$ cat config.mk
export PLATFORM = sky130hd
export DESIGN_NAME = qpu_exu_evt_sched
export DESIGN_NICKNAME = d
export VERILOG_FILES = /design/src/rtl/qpu_exu_evt_sched.sv
export SDC_FILE = /design/constraint.sdc
export NUM_CORES = 1
export LEC_CHECK = 0
export ABC_AREA = 1
export CAP_MARGIN = 20
export CORE_MARGIN = 2
export CORE_UTILIZATION = 50
export CTS_CLUSTER_DIAMETER = 100
export CTS_CLUSTER_SIZE = 16
export DETAILED_ROUTE_END_ITERATION = 8
export PLACE_DENSITY = 0.72
export SYNTH_ARGS = -nofsm -noshare
export SYNTH_HDL_FRONTEND = slang
export SYNTH_SLANG_ARGS = --single-unit
$ cat constraint.sdc
create_clock -name clk -period 6.1 [get_ports clk]
set_input_delay 0.915 -clock clk [delete_from_list [all_inputs] [get_ports clk]]
set_output_delay 0.915 -clock clk [all_outputs]
set_load 0.05 [all_outputs]
$ cat src/rtl/qpu_exu_evt_sched.sv
// -----------------------------------------------------------------------------
// qpu_exu_evt_sched
//
// Timed event scheduler behind the execute-unit write-back ports. Time-point
// write-backs (twbck) set the current time point. Each event write-back
// (ewbck) is stamped with that time point and queued. The queue head is
// released to the quantum event output stage once the free-running system
// timer has reached its stamp. Events that go out after their stamp are
// flagged and counted.
//
// Ports:
//   clk, rst_n       core clock, asynchronous active-low reset
//   twbck_i_*        time-point write-back (valid/ready/data), always ready
//   ewbck_i_*        event write-back (valid/ready/data/oprand)
//   flush_i          drops every queued event and masks this cycle's push/pop
//   evt_o_*          head event (valid/ready/data/oprand/time/late)
//   sys_time_o       free-running system timer
//   late_cnt_o       saturating count of late-issued events
//   sched_empty/full queue status
// -----------------------------------------------------------------------------
module qpu_exu_evt_sched #(
  parameter int unsigned TIME_W = 32,
  parameter int unsigned EVT_W  = 21,
  parameter int unsigned OPR_W  = 3,
  parameter int unsigned DEPTH  = 4
) (
  input  logic              clk,
  input  logic              rst_n,
  // time-point write-back
  input  logic              twbck_i_valid,
  output logic              twbck_i_ready,
  input  logic [TIME_W-1:0] twbck_i_data,
  // event write-back
  input  logic              ewbck_i_valid,
  output logic              ewbck_i_ready,
  input  logic [EVT_W-1:0]  ewbck_i_data,
  input  logic [OPR_W-1:0]  ewbck_i_oprand,
  // pipeline flush
  input  logic              flush_i,
  // event output
  output logic              evt_o_valid,
  input  logic              evt_o_ready,
  output logic [EVT_W-1:0]  evt_o_data,
  output logic [OPR_W-1:0]  evt_o_oprand,
  output logic [TIME_W-1:0] evt_o_time,
  output logic              evt_o_late,
  // status
  output logic [TIME_W-1:0] sys_time_o,
  output logic [7:0]        late_cnt_o,
  output logic              sched_empty,
  output logic              sched_full
);

  localparam int unsigned PtrW = $clog2(DEPTH);
  localparam int unsigned CntW = $clog2(DEPTH + 1);
  localparam logic [CntW-1:0] CntFull = CntW'(DEPTH);

  // ---------------------------------------------------------------------------
  // State
  // ---------------------------------------------------------------------------
  logic [TIME_W-1:0] sys_time_q, sys_time_d;
  logic [TIME_W-1:0] tp_q, tp_d;
  logic [PtrW-1:0]   wptr_q, wptr_d;
  logic [PtrW-1:0]   rptr_q, rptr_d;
  logic [CntW-1:0]   cnt_q, cnt_d;
  logic [7:0]        late_cnt_q, late_cnt_d;

  // Queue storage needs no reset: its contents are only visible when cnt_q != 0.
  logic [TIME_W-1:0] mem_time [DEPTH];
  logic [EVT_W-1:0]  mem_data [DEPTH];
  logic [OPR_W-1:0]  mem_opr  [DEPTH];

  // ---------------------------------------------------------------------------
  // Datapath
  // ---------------------------------------------------------------------------
  logic [TIME_W-1:0] tp_eff;
  logic              empty, full;
  logic              push, pop;
  logic [TIME_W-1:0] head_time;
  logic [TIME_W-1:0] diff;
  logic              due, late;

  assign empty = (cnt_q == '0);
  assign full  = (cnt_q == CntFull);

  // A twbck in the same cycle as an ewbck stamps that event directly.
  assign tp_eff = twbck_i_valid ? twbck_i_data : tp_q;

  assign push = ewbck_i_valid & ~full & ~flush_i;

  // Modular distance from the head stamp to now. The head counts as due while
  // it lies in the past half of the time range, which keeps wrap-around safe.
  assign head_time = mem_time[rptr_q];
  assign diff      = sys_time_q - head_time;
  assign due       = ~diff[TIME_W-1];
  assign late      = due & (diff != '0);

  assign pop = evt_o_valid & evt_o_ready;

  // ---------------------------------------------------------------------------
  // Outputs
  // ---------------------------------------------------------------------------
  assign twbck_i_ready = 1'b1;
  assign ewbck_i_ready = ~full;
  assign sched_empty   = empty;
  assign sched_full    = full;
  assign sys_time_o    = sys_time_q;
  assign late_cnt_o    = late_cnt_q;

  assign evt_o_valid  = ~empty & due & ~flush_i;
  assign evt_o_late   = evt_o_valid & late;
  assign evt_o_data   = empty ? '0 : mem_data[rptr_q];
  assign evt_o_oprand = empty ? '0 : mem_opr[rptr_q];
  assign evt_o_time   = empty ? '0 : head_time;

  // ---------------------------------------------------------------------------
  // Next state
  // ---------------------------------------------------------------------------
  always_comb begin
    sys_time_d = sys_time_q + TIME_W'(1);
    tp_d       = twbck_i_valid ? twbck_i_data : tp_q;
    wptr_d     = wptr_q;
    rptr_d     = rptr_q;
    cnt_d      = cnt_q;
    late_cnt_d = late_cnt_q;

    if (push) begin
      wptr_d = wptr_q + PtrW'(1);
    end

    if (flush_i) begin
      // Push is masked this cycle, so wptr_q is already the final tail.
      rptr_d = wptr_q;
      cnt_d  = '0;
    end else begin
      if (pop) begin
        rptr_d = rptr_q + PtrW'(1);
      end
      case ({push, pop})
        2'b10:   cnt_d = cnt_q + CntW'(1);
        2'b01:   cnt_d = cnt_q - CntW'(1);
        default: cnt_d = cnt_q;
      endcase
    end

    if (pop && late && (late_cnt_q != 8'hFF)) begin
      late_cnt_d = late_cnt_q + 8'd1;
    end
  end

  // ---------------------------------------------------------------------------
  // Registers
  // ---------------------------------------------------------------------------
  always_ff @(posedge clk or negedge rst_n) begin
    if (!rst_n) begin
      sys_time_q <= '0;
      tp_q       <= '0;
      wptr_q     <= '0;
      rptr_q     <= '0;
      cnt_q      <= '0;
      late_cnt_q <= '0;
    end else begin
      sys_time_q <= sys_time_d;
      tp_q       <= tp_d;
      wptr_q     <= wptr_d;
      rptr_q     <= rptr_d;
      cnt_q      <= cnt_d;
      late_cnt_q <= late_cnt_d;
    end
  end

  always_ff @(posedge clk) begin
    if (push) begin
      mem_time[wptr_q] <= tp_eff;
      mem_data[wptr_q] <= ewbck_i_data;
      mem_opr[wptr_q]  <= ewbck_i_oprand;
    end
  end

endmodule

==> out/qor.yml <==
status:
  status: "finished, final reports clean"
placed_design:
  dp.final_hpwl_um: 24200
  portBuffers: 162
  pre_cts_ws_ns: 1.01
  placedInstanceArea_mm2: 0.0167
  gp_congestion: 0.887
global_routing:
  grt_pass1_vias: 10700
  grt_util_all_layers: 0.229
  grt_overflow_total: 0
  global_route_wire_length_before_repair_um: 55300
  grt_antenna_before_repair: 3
  grt_max_degree: 80
clock_tree:
  cts_tree: "yes"
  numClockSinks: 303
  maximum_clock_insertion_buffer_count: 3
  clock_buffer_count_from_cts: 23
  cts.clk_slew.worst_paths_ns: 0.07
  cts_htree_levels: 1
  clock-root-buffer: "sky130_fd_sc_hd__clkbuf_16"
  postCtsHoldBufs: 0
  worstSkewPairLatency_ns: 0.54
  post_cts_buffers: 0
  cts_resized: 0
logic_synthesis:
  yosys_warnings: 0
  synth_area_leader_cell: "sky130_fd_sc_hd__edfxtp_1"
  synthesized_netlist_net_count: 1552
  synth_edf_count: 224
  synth_async_sr_flop_share: 0.261
  ys_seq_elements: 303
  postSynthCellCount: 1448
  cell_variety_after_synth: 47
  register_area_share_after_synthesis: 0.595
  avg_cell_area_syn_um2: 10.1
  synth.top_cell.area_share: 0.460
  netlist_area_mm2: 0.0146
  netlist_top_cells_area: "sky130_fd_sc_hd__edfxtp_1 46%, sky130_fd_sc_hd__dfrtp_1 14%, sky130_fd_sc_hd__nand2_1 8.6%"
  predominant_post_synthesis_flop_cell: "sky130_fd_sc_hd__edfxtp_1"
finish:
  post_route_cells_drive_above_1_share: 0.0820
  layout.cell_area.non_filler_mm2: 0.0174
  mostFrequentLayoutCells: "333 x sky130_fd_sc_hd__nand2_1, 224 x sky130_fd_sc_hd__edfxtp_1, 204 x sky130_fd_sc_hd__nor2_1, 158 x sky130_fd_sc_hd__clkdlybuf4s50_1, 101 x sky130_fd_sc_hd__inv_1"
  layout_commonest_cell: "sky130_fd_sc_hd__nand2_1"
  nNetsFinal: 1708
  flow.area_growth_from_synthesis_pct: 19.1
floorplan:
  dieArea_mm2: 0.0306
  io_pins: 164
  initial_core_util: 0.508
  rows: 62
  placeableCoreArea_mm2: 0.0288
  die_h_um: 175
  dieWidth_um: 175
power:
  p_per_area_mw_per_mm2: 353
  p_leak_nw: 6.97
  finalPower_mw: 6.15
  irDropWorstVdd_mv: 0.296
critical_path:
  ff2ff_setup_slack_ns: 1.44
  crit_slowest_cell: "sky130_fd_sc_hd__buf_4"
  critPathMaxFanout: 77
  timing.critical_path.arrival_ns: 4.77
  worst_path_required_ns: 5.18
  worstRegToRegCells: 22
  worst_path_most_repeated_cell: "sky130_fd_sc_hd__nand2_1"
  rr_endpoint: "cnt_q[2]"
  worstSetupPathType: "flip-flop to primary output"
  max_stage_delay_ns: 0.69
  kind_of_cell_adding_the_most_delay_to_the_critical_path: "simple AND/OR/NAND/NOR gates"
  critical_path_buf_inv_count: 2
  rr_startpoint: "rptr_q[0]"
  critical_path.startpoint_type: "flip-flop"
  crit_path_end_kind: "primary output"
  worstPathCellList: "buf_4, a21oi_1, a32o_1, ha_1, nand2_1, nor2_1, nand2_1, nand2_1, nand2_1, nand2_1, nand3b_1, nand2_1, nand2_2, nand2_4, nand2_1, a21oi_1, buf_12"
timing:
  grt_setup_unrepaired: "false"
  portion_of_the_clock_cycle_consumed_by_the_worst_path_in_the_final_layout: 0.932
  whs_ns: 0.347
  finalSetupViolCount: 0
  finalWorstPathRequiredPeriod_ns: 5.69
  timing.final.max_slew_violations: 0
  setup_total_negative_slack_ns: 0
  timing_hold_violations_final: 0
  tightest_slew_ns: 1.08
  fin_ws_ns: 0.414
  maxClockFrequency_ghz: 0.176
  max-slew-margin-rel: 0.281
  clock_skew_ns: 0.00974
routing:
  finalWirelength_um: 35000
  vias: 10700
  ant_nets: 0
  initial_detailed_routing_violation_count: 727
  dr.pass1.iters: 5
  routedWlPerCell_um: 17.4
  drt-vias-per-instance: 5.35
  post-route-drc-count: 0
hold_path:
  timing.hold.worst.class: "input port to asynchronous set/reset pin"
job:
  timing.max_cap.violations: 0
## registers in the layout, summed over array words and instances, names as in the netlist
name and flops:
sys_time_o 32, mem_opr 12, mem_time 128, mem_data 84, late_cnt_o 8, cnt_q 3, tp_q 32, rptr_q 2
wptr_q 2
## kinds of logic after synthesis
logic type,synth area share
flip-flops,0.595
AO/OA/AOI/OAI,0.0772
adder cells (fa/ha/maj),0.0370
multiplexers,0.0247
AND/OR/NAND/NOR,0.200
other,0.000257
buffers and inverters,0.0410
XOR/XNOR,0.0240
## synth_stat cells (23+ instances only)
cell type,count
sky130_fd_sc_hd__edfxtp_1,224
sky130_fd_sc_hd__dfrtp_1,79
sky130_fd_sc_hd__o21ai_0,65
sky130_fd_sc_hd__a21oi_1,82
sky130_fd_sc_hd__a32o_1,28
sky130_fd_sc_hd__nand3_1,70
sky130_fd_sc_hd__nand2_1,333
sky130_fd_sc_hd__clkbuf_1,38
sky130_fd_sc_hd__inv_1,101
sky130_fd_sc_hd__nor2_1,208
sky130_fd_sc_hd__ha_1,40
sky130_fd_sc_hd__xor2_1,23
sky130_fd_sc_hd__mux2_2,32
## through the flow
step	utilization	cells
2_1_floorplan	-	1448
3_3_place_gp	0.580	1962
3_5_place_dp	0.580	1962
4_1_cts	0.604	2004
5_1_grt	0.605	2005
6_report	0.605	2007
## power breakdown
part	leakage (nW)	internal (mW)	total (mW)	switching, mW
Sequential	3.04	2.44	2.51	0.0749
Clock	0.333	0.742	1.45	0.704
Combinational	3.60	0.680	2.19	1.51
Total	6.97	3.86	6.15	2.29
## per-layer routing
layer,up-vias,GRT usage,part of all wire
met5,-,0,0.00040
met4,2,0.0535,0.020
met3,49,0.0442,0.061
met2,297,0.406,0.50
met1,5163,0.292,0.42
li1,5228,-,-
## how the worst max path moves through the flow
stage / start / to / slack (ns) / cells after the start
final: rptr_q[0] / evt_o_late / 0.41 / 17
after global routing: rptr_q[0] / evt_o_late / 0.09 / 19
after CTS: rptr_q[0] / evt_o_late / 0.41 / 17
after detailed placement: rptr_q[0] / evt_o_late / 1.01 / 17
after global placement: rptr_q[0] / evt_o_late / 1.06 / 18
after floorplan: rptr_q[0] / evt_o_late / 1.72 / 20
## cell type report
cell class / count / area (um2)
Clock buffer: 39 / 656
Fill cell: 2307 / 11400
Clock inverter: 3 / 37.5
Tap cell: 384 / 480
Multi-Input combinational cell: 987 / 5350
Sequential cell: 303 / 8710
Antenna cell: 2 / 5.00
Inverter: 110 / 413
Timing Repair Buffer: 179 / 1760
No activity file was read; power rests on OpenSTA's default activity.
